### config.mk
export PLATFORM = sky130hd
export DESIGN_NAME = servo_pwm_multi
export DESIGN_NICKNAME = d
export VERILOG_FILES = /design/src/rtl/servo_pwm_pkg.sv /design/src/rtl/servo_pwm_chan.sv /design/src/rtl/servo_pwm_multi.sv
export SDC_FILE = /design/constraint.sdc
export NUM_CORES = 1
export LEC_CHECK = 0
export CAP_MARGIN = 20
export CORE_MARGIN = 10
export CORE_UTILIZATION = 68
export DETAILED_ROUTE_END_ITERATION = 10
export PLACE_DENSITY = 0.86
export SYNTH_ARGS = -nofsm -noshare
export SYNTH_HDL_FRONTEND = slang
export SYNTH_HIERARCHICAL = 1
export SYNTH_SLANG_ARGS = --single-unit
### constraint.sdc
create_clock -name clk -period 13.6 [get_ports clk]
set_input_delay 2.72 -clock clk [delete_from_list [all_inputs] [get_ports clk]]
set_output_delay 2.72 -clock clk [all_outputs]
set_load 0.01 [all_outputs]
### src/rtl/servo_pwm_pkg.sv
// servo_pwm_pkg: shared FSM states, default servo timing constants and the pulse-width helper.
package servo_pwm_pkg;
  localparam int unsigned FRAME_20MS_TICKS = 1000000;
  localparam int unsigned PULSE_1MS_TICKS = 50000;
  localparam int unsigned STEP_DEF_TICKS = 195;
  typedef logic [7:0] pos_t;
  typedef enum logic {IDLE, RUN} state_t;
  function automatic int unsigned width_ticks(pos_t pos, int unsigned min_ticks, int unsigned step_ticks);
    return min_ticks + 32'(pos) * step_ticks;
  endfunction
endpackage

### src/rtl/servo_pwm_chan.sv
// servo_pwm_chan: one servo channel -- shadow/active position pair and pulse compare.
// With SERVO_PWM_SLEW_EN defined, each commit moves active toward shadow by at most SLEW_STEP.
module servo_pwm_chan
  import servo_pwm_pkg::*;
#(
  parameter int unsigned CNT_W = 20,
  parameter int unsigned MIN_TICKS = PULSE_1MS_TICKS,
  parameter int unsigned STEP_TICKS = STEP_DEF_TICKS,
  parameter int unsigned RESET_POS = 128
`ifdef SERVO_PWM_SLEW_EN
  , parameter int unsigned SLEW_STEP = 4
`endif
) (
  input  logic             clk,
  input  logic             rst_n,
  input  logic             run,
  input  logic             commit,
  input  logic             wr_en,
  input  logic [7:0]       wr_pos,
  input  logic [CNT_W-1:0] cnt,
  output logic             pwm
);
  pos_t shadow, active, active_nxt;
  logic [CNT_W-1:0] width;
`ifdef SERVO_PWM_SLEW_EN
  localparam pos_t STEP = pos_t'(SLEW_STEP);
  assign active_nxt = (shadow > active) ? ((shadow - active > STEP) ? active + STEP : shadow)
                                        : ((active - shadow > STEP) ? active - STEP : shadow);
`else
  assign active_nxt = shadow;
`endif
  assign width = CNT_W'(width_ticks(active, MIN_TICKS, STEP_TICKS));
  always_ff @(posedge clk or negedge rst_n) begin
    if (!rst_n) begin
      shadow <= pos_t'(RESET_POS);
      active <= pos_t'(RESET_POS);
      pwm    <= 1'b0;
    end else begin
      if (wr_en) shadow <= wr_pos;
      if (commit) active <= active_nxt;
      pwm <= run && (cnt < width);
    end
  end
endmodule

### src/rtl/servo_pwm_multi.sv
// servo_pwm_multi: N-channel servo PWM generator sharing one frame counter.
// Optional SERVO_PWM_SLEW_EN rate-limits position changes per frame.
module servo_pwm_multi
  import servo_pwm_pkg::*;
#(
  parameter int unsigned N_CH = 4,
  parameter int unsigned CH_W = 2,
  parameter int unsigned PERIOD_TICKS = FRAME_20MS_TICKS,
  parameter int unsigned MIN_TICKS = PULSE_1MS_TICKS,
  parameter int unsigned STEP_TICKS = STEP_DEF_TICKS,
  parameter int unsigned CNT_W = 20,
  parameter int unsigned RESET_POS = 128,
  parameter int unsigned SLEW_STEP = 4
) (
  input  logic            clk,
  input  logic            rst_n,
  input  logic            en,
  input  logic            wr_valid,
  output logic            wr_ready,
  input  logic [CH_W-1:0] wr_chan,
  input  logic [7:0]      wr_pos,
  output logic [N_CH-1:0] pwm,
  output logic            frame_start,
  output logic            running
);
  state_t state, state_nxt;
  logic [CNT_W-1:0] cnt, cnt_nxt;
  logic wrap, commit, wr_fire;
  assign wrap = cnt == CNT_W'(PERIOD_TICKS - 1);
  always_comb begin
    running   = state == RUN;
    commit    = running ? wrap : en;
    cnt_nxt   = (running && !wrap) ? cnt + CNT_W'(1) : '0;
    state_nxt = running ? ((wrap && !en) ? IDLE : RUN) : (en ? RUN : IDLE);
    // The widest legal pulse must end inside the frame, so pwm never sticks high.
    assert ((64'd1 << CNT_W) > 64'(PERIOD_TICKS) && MIN_TICKS + 255 * STEP_TICKS < PERIOD_TICKS
            && RESET_POS <= 255 && SLEW_STEP >= 1 && SLEW_STEP <= 255);
  end
  always_ff @(posedge clk or negedge rst_n) begin
    if (!rst_n) begin
      state <= IDLE;
      cnt   <= '0;
    end else begin
      state <= state_nxt;
      cnt   <= cnt_nxt;
    end
  end
  assign frame_start = running && cnt == '0;
  assign wr_ready    = !commit;
  assign wr_fire     = wr_valid && wr_ready;
  for (genvar i = 0; i < N_CH; i++) begin : g_ch
    servo_pwm_chan #(
      .CNT_W(CNT_W),
      .MIN_TICKS(MIN_TICKS),
      .STEP_TICKS(STEP_TICKS),
      .RESET_POS(RESET_POS)
`ifdef SERVO_PWM_SLEW_EN
      , .SLEW_STEP(SLEW_STEP)
`endif
    ) u_chan (
      .clk(clk),
      .rst_n(rst_n),
      .run(running),
      .commit(commit),
      .wr_en(wr_fire && wr_chan == CH_W'(i)),
      .wr_pos(wr_pos),
      .cnt(cnt),
      .pwm(pwm[i])
    );
  end
endmodule

== Word-level counts from Yosys, hierarchy flattened ==
Cells that the tools add are included.
W data, S select, Z words.
Word-level totals
  bits of input ports: 14
  bits in registers: 89
  output and inout port bits: 7
Operators by class
  $add $sub $neg: 5
  eq/ne operators: 4
  multiplexer cells: 5
  reductions and logical operators: 17
  multiply operators: 4
  magnitude comparators: 4
Operators by type and width (number)
  $lt A20 B20 Y1: 4
  $add A16 B16 Y17 const A: 4
  $mul A8 B8 Y16 const B: 4
  $add A20 B1 Y20 const B: 1
  $eq A20 B20 Y1 const B: 1
  $logic_not A20 Y1: 1
  $mux W20: 1
  $logic_and A1 B1 Y1: 12
  $eq A2 B2 Y1 const B: 2
  $mux W1: 4
  $logic_not A1 Y1: 3
  $eq A2 B1 Y1 const B: 1
  $logic_not A2 Y1: 1

== Longest topological paths before layout ==
Gate-level depths: netlist (run 1).
  depth in word-level cells: 5
  mapped depth: 20
  depth with buffers taken out: 20

== By module ==
The synthesis (run 1) kept the hierarchy.
Modules (own cells, without submodules)
  servo_pwm_chan (g_ch[2].u_chan): cells each 225, area each 2204.6 sq um, instances 1, seq. area each 427.9 sq um
  servo_pwm_chan (g_ch[0].u_chan): cells each 225, area each 2200.9 sq um, instances 1, seq. area each 427.9 sq um
  servo_pwm_chan (g_ch[3].u_chan): cells each 226, area each 2188.3 sq um, instances 1, seq. area each 427.9 sq um
  servo_pwm_chan (g_ch[1].u_chan): cells each 216, area each 2160.8 sq um, instances 1, seq. area each 427.9 sq um
  servo_pwm_multi: cells each 128, area each 1183.6 sq um, instances 1, seq. area each 525.5 sq um

== Least setup slack after synthesis (run 1) ==
OpenSTA, ideal clock, no wires.
  path type: input-to-output
  start point: in en
  end point: out wr_ready
  required time: 10880 ps
  arrival: 3497 ps
  stages: 3
  setup slack: 7383 ps
  path through: inv_1 -> o22ai_2 -> inv_1
On the way
  longest elaborated chain between the ends: 2
RTL lines
  start: declaration: line servo_pwm_multi.sv:17  | input logic en,
  $mux W1: line servo_pwm_multi.sv:32  | commit = running ? wrap : en;
  net commit: line servo_pwm_multi.sv:28  | logic wrap, commit, wr_fire;
  $logic_not A1 Y1: line servo_pwm_multi.sv:49  | assign wr_ready = !commit;
  end: declaration: line servo_pwm_multi.sv:19  | output logic wr_ready,
The timed path passes the listed nets, and every way through them passes these cells.

== Final worst setup path (run 1) ==
Ends and elaborated chain as after synthesis.

==> results_dict.tcl, run 1 <==
set metrics [dict create \
    netlist_area_um2 9938 \
    register_area_um2 2237 \
    route.detailed.drc 0 \
    yosysTopAreaCellShare_pct 32.99 \
    async_flop_share_pct 100.0 \
    syn_nets 1320 \
    hold_depth 2 \
    synthCells 1020 \
    cp_top_family "buffers and inverters" \
    rsz0062_at_grt "false" \
    synth.distinct_cells 62 \
    endpoint_kind "primary output" \
    wl_met2_um 11170 \
    synth_edf_count 0 \
    clk_latency_ps 360 \
    worst-path-stages 6 \
    fin_worst_skew_ps 7.248 \
    antenna_found_initial 0 \
    num_vias 7669 \
    dieArea_um2 19850 \
    reg2reg_depth 18 \
    period_minus_slack_ps 7219 \
    timing.final.crit_share_pct 53.08 \
    synthXorXnorAreaFrac_pct 5.288 \
    num_rows 44 \
    die_x_um 140.9 \
    dp_hpwl_um 17540 \
    relSlewSlack_pct 49.19 \
    wl_per_cell_um 18.39 \
    outcome "complete, no violations" \
    postRouteAntennaNets 0 \
    routed_wl_um 22580 \
    synth_top_family_by_area "adder cells" \
    yosys-mux-area-fraction_pct 5.187 \
    finish.utilization_pct 73.71 \
    synth_fa_ha_area_share_pct 37.82 \
    slew_viol_final 0 \
    cts_resized 0 \
    worst_pin_slew_ps 759.3 \
    wl_met1_um 9496 \
    portBuffers 20 \
    grt_max_degree 58 \
    grt_pass1_wl_um 37950 \
    syn_area_per_cell_um2 9.743 \
    area_growth_pct 6.974 \
    hold_viol_final 0 \
    gp_congestion 0.9063 \
    p_per_area_nw_per_um2 55.42 \
    grtUsageTotal_pct 23.15 \
    nets 1339 \
    p_leak_nw 5.639 \
    drt_iter0_drc 577 \
    yosysWarnings 6 \
    routed_via_density 6.245 \
    drive_above_1_share_pct 9.579 \
    crit_buf_inv 5 \
    setup-tns-final_ps 0 \
    peakVddDrop_mv 0.07242 \
    crit_slowest_cell "buf_4" \
    ctsHoldBuffers 0 \
    max_stage_delay_ps 500 \
    synthSimpleGateAreaFrac_pct 11.28 \
    fmax_ghz 0.1385 \
    die_height_um 140.9 \
    yosys.area.top_type "ha_1" \
    required_ps 10880 \
    h-tree-depth 3 \
    drt_first_pass_iters 5 \
    coreArea_um2 14420 \
    met3_length_um 1134 \
    cts_tree "built" \
    seq_area_frac_synth_pct 22.51 \
    crit_path_cell_trace "clkdlybuf4s50_1 > inv_1 > o22ai_4 > buf_4 > inv_1 > clkdlybuf4s50_1" \
    min_path_type "flop to flop" \
    highest_layer "met4" \
    cts_max_path_buffers 2 \
    clk_pin_slew_ps 70 \
    setup_viol 0 \
    synth_area_leaders "ha_1 33%, dfrtp_1 20%, inv_1 4.9%" \
    synth-seq-cells 89 \
    max-cap-violations 0 \
    cp_max_fo 57 \
    cts_root_buffer "clkbuf_16" \
    cts_made_buffers 9 \
    multi_input_area_um2 7138 \
    cp-start-kind "primary input" \
    grt-ovfl-total 0 \
    num_antenna_cells 0 \
    arrival_ps 4500 \
    synth-compound-area-share_pct 12.17 \
    post-cts-setup-buffer-count 0 \
    initial_core_util_pct 68.90 \
    fillers 995 \
    synthFlopType "dfrtp_1" \
    io_pins 21 \
    critPathKind "primary input to primary output" \
    cts_sinks 89 \
    grt_pass1_vias 7950 \
]
==> cell families after synthesis <==
family	count (synthesis)
AO/OA/AOI/OAI	179
flip-flops	89
AND/OR/NAND/NOR	213
multiplexers	46
adder cells (fa/ha/maj)	286
XOR/XNOR	60
buffers and inverters	147
==> routing by layer <==
metal  vias to the layer above  track usage, %
li1                       3661               -
met1                      3729           27.93
met2                       217           40.64
met3                        62           3.527
met4                         0           8.478
met5                         -               0
==> cells in the mapped netlist, types with 4 or more instances <==
cell / instances
nor4_1: 11
and2_1: 5
nor3b_1: 6
ha_1: 262
o2111ai_1: 6
inv_1: 131
clkbuf_1: 10
nor2_1: 41
o21ai_0: 32
dfrtp_1: 81
mux2_2: 41
a21o_1: 26
a211oi_1: 5
nand2_1: 54
nand3_1: 21
nor4b_1: 4
nand2b_1: 12
o221ai_1: 10
xnor2_1: 42
and3_1: 9
nor3_1: 21
o21ai_1: 12
xor2_1: 18
nand4_1: 7
a21oi_1: 55
fa_1: 24
a21oi_2: 4
dfstp_2: 8
==> final cells by class <==
class | count | share of cell area (%)
flip-flops and latches | 89 | 21.04
repair buffers | 24 | 2.142
well taps | 184 | 2.165
clock inverters | 7 | 0.7650
clock buffers | 9 | 2.118
inverters | 131 | 4.625
multi-input cells | 784 | 67.14
==> metrics by stage <==
stage	worst slack [ps]	instance area, um^2	instances	hold WS, ps	power, mW
6_report	6381	10630	1228	502.1	0.5892
5_1_grt	6255	10630	1228	522.9	0.6073
4_1_cts	6370	10630	1228	507.7	0.5911
3_5_place_dp	6365	10320	1212	487.8	0.3345
3_3_place_gp	6409	10320	1212	461.7	0.3319
2_1_floorplan	7383	9938	1020	446.0	0.3139
==> where the power goes <==
group	internal [mW]	switching, mW
combinational	0.0182	0.0140
clock	0.132	0.128
sequential	0.284	0.0127
==> cell usage in the layout, fill, tap and decap left out, types with 7 or more instances in the layout <==
master             n
nor3_1            21
fa_1              24
xor2_1            18
mux2_2            41
xnor2_1           42
nand2b_1          12
dfstp_2            8
clkdlybuf4s50_1   19
a21o_1            26
inv_1            131
o21ai_1           12
nand2_1           54
nand4_1            7
nor4_1            11
nor2_1            41
nand3_1           21
ha_1             262
o21ai_0           32
dfrtp_1           81
o221ai_1          10
a21oi_1           55
and3_1             9
clkbuf_16          9
==> sequential cells by signal (all words and copies together), names as in the netlist <==
name / cells
cnt: 20
running: 1
g_ch.u_chan/active_nxt: 32
g_ch.u_chan/pwm: 4
g_ch.u_chan/active: 32
==> worst paths after layout <==
path                                              startpoint                  endpoint  slack, ps
worst max-delay path                                      en                  wr_ready       6380
worst min-delay path            g_ch[0].u_chan/active_nxt[0]  g_ch[0].u_chan/active[0]        500
worst max register to register      g_ch[0].u_chan/active[2]        g_ch[0].u_chan/pwm       8610
worst min register to register  g_ch[0].u_chan/active_nxt[0]  g_ch[0].u_chan/active[0]        500
max in group asynchronous                              rst_n  g_ch[1].u_chan/active[1]      10210
min in group asynchronous                              rst_n  g_ch[2].u_chan/active[6]       2320
==> tightest hold or removal path: stages (launching register included) <==
cell,delay (ps)
dfrtp_1,350
nand2_1,50
o21ai_0,70
No activity file was read; power rests on OpenSTA's default activity.
==> run 2, diff against run 1 <==
Settings changed: CORE_UTILIZATION 68 to 58, PLACE_DENSITY 0.86 to 0.78.
Clock period 13.6 ns to 6.2 ns, I/O delays scaled along.
==> results_dict.tcl, run 2 (synthesis results as in run 1) <==
set metrics [dict create \
    crit_slowest_cell "fa_1" \
    fin_worst_skew_ps 8.743 \
    io_pins 21 \
    relSlewSlack_pct 31.92 \
    grt_max_degree 82 \
    cts_max_path_buffers 2 \
    outcome "complete, no violations" \
    cp-start-kind "flop" \
    critPathKind "flop to flop" \
    cp_max_fo 4 \
    die_x_um 150.9 \
    period_minus_slack_ps 4652 \
    worst-path-stages 19 \
    rsz0062_at_grt "false" \
    num_vias 7390 \
    die_height_um 150.9 \
    grt-ovfl-total 0 \
    num_rows 47 \
    grtUsageTotal_pct 19.29 \
    nets 1339 \
    worst_pin_slew_ps 1021 \
    antenna_found_initial 0 \
    cts_root_buffer "clkbuf_16" \
    slew_viol_final 0 \
    stdcell_count 1264 \
    drt_first_pass_iters 5 \
    setup.worst_path.end "g_ch[1].u_chan/pwm" \
    drt_iter0_drc 349 \
    cts_tree "built" \
    portBuffers 20 \
    route.detailed.drc 0 \
    endpoint_kind "flop" \
    clk_latency_ps 360 \
    cp_top_family "adder cells" \
    routed_via_density 5.847 \
    fillers 1393 \
    drive_above_1_share_pct 9.483 \
    gp_congestion 0.8630 \
    cts_resized 0 \
    postRouteAntennaNets 0 \
    timing.rr.end "g_ch[1].u_chan/pwm" \
    wl_per_cell_um 16.70 \
    crit_path_cell_trace "inv_1 > ha_1 > inv_1 > ha_1 > inv_1 > fa_1 > fa_1 > inv_1 > ha_1 > a21o_1 > a221oi_2 > o21bai_2 > a21oi_1 > xor2_1 > ha_1 > and3_1 > nand3_1 > nor4b_1 > a21oi_1" \
    cts_sinks 89 \
    peakVddDrop_mv 0.2155 \
    fmax_ghz 0.2150 \
    coreArea_um2 16700 \
    r2r_start "g_ch[1].u_chan/active[1]" \
    num_antenna_cells 0 \
    max-cap-violations 0 \
    hold_viol_final 0 \
    register_area_um2 2237 \
    p_leak_nw 5.635 \
    clk_pin_slew_ps 70 \
    grt_pass1_wl_um 35400 \
    multi_input_area_um2 7138 \
    setup-tns-final_ps 0 \
    area_growth_pct 7.390 \
    power_mw 1.285 \
    post-place-ws_ps 1605 \
    post-cts-setup-buffer-count 0 \
    setup_slack_ps 1548 \
    crit_buf_inv 4 \
    stdcell_area_um2 10670 \
    dieArea_um2 22770 \
    layout_commonest_cell "ha_1" \
    finish.utilization_pct 63.90 \
    cts_made_buffers 9 \
    r2r_slack_ps 1550 \
    layout_common_cells "262 x ha_1, 131 x inv_1, 81 x dfrtp_1, 55 x a21oi_1, 54 x nand2_1" \
    routed_wl_um 21110 \
    initial_core_util_pct 59.51 \
    worst_hold_slack_ps 484.4 \
    grt_pass1_vias 7290 \
    arrival_ps 4880 \
    ctsHoldBuffers 0 \
    timing.final.crit_share_pct 75.04 \
    p_per_area_nw_per_um2 120.4 \
    min_path_type "flop to flop" \
    h-tree-depth 3 \
    required_ps 6430 \
    max_stage_delay_ps 510 \
    setup_viol 0 \
    dp_hpwl_um 16880 \
    reg2reg_depth 19 \
    cp-startpoint "g_ch[1].u_chan/active[1]" \
    dp.cells 1248 \
    postPlaceCellArea_um2 10370 \
]
run 2: area by class of cell:
type	count	share of cell area, %
multi-input combinational	784	66.88
sequential	89	20.96
clock inverter	6	0.6917
timing repair buffer	24	2.134
inverter	131	4.607
clock buffer	10	2.145
tap	220	2.579
run 2: power by group:
part           total, mW  leakage, nW  switching [mW]  internal (mW)
Combinational     0.0691         4.37          0.0293         0.0398
Sequential         0.652         1.11          0.0283          0.624
Clock              0.564        0.147           0.245          0.319
Total               1.29         5.64           0.303          0.983
run 2: worst reg2reg max path, delay by kind of cell, from the launching register on:
kind            cells  cell delay, ps
fa+ha+maj           6            2230
compound gates      5            1010
simple gates        3             590
flops               1             370
buf+inv             4             240
xor+xnor            1              90
run 2: metal layers:
layer | vias up | part of all wire, % | GRT usage [%]
li1 | 3671 | - | -
met1 | 3531 | 47 | 25.50
met2 | 157 | 46 | 32.13
met3 | 31 | 4.3 | 2.774
met4 | 0 | 2.1 | 5.486
met5 | - | 0 | 0
run 2: worst min-delay path by stage:
| stage | from | to | slack [ps] | cells after the start |
|---|---|---|---|---|
| final | g_ch[1].u_chan/active_nxt[6] | g_ch[1].u_chan/active[6] | 480 | 2 |
| after floorplan | g_ch[0].u_chan/active_nxt[2] | g_ch[0].u_chan/active[2] | 450 | 2 |
| after global routing | g_ch[1].u_chan/active_nxt[6] | g_ch[1].u_chan/active[6] | 500 | 2 |
| after detailed placement | g_ch[1].u_chan/active_nxt[6] | g_ch[1].u_chan/active[6] | 470 | 2 |
| after CTS | g_ch[1].u_chan/active_nxt[6] | g_ch[1].u_chan/active[6] | 480 | 2 |
| after global placement | g_ch[1].u_chan/active_nxt[6] | g_ch[1].u_chan/active[6] | 460 | 2 |
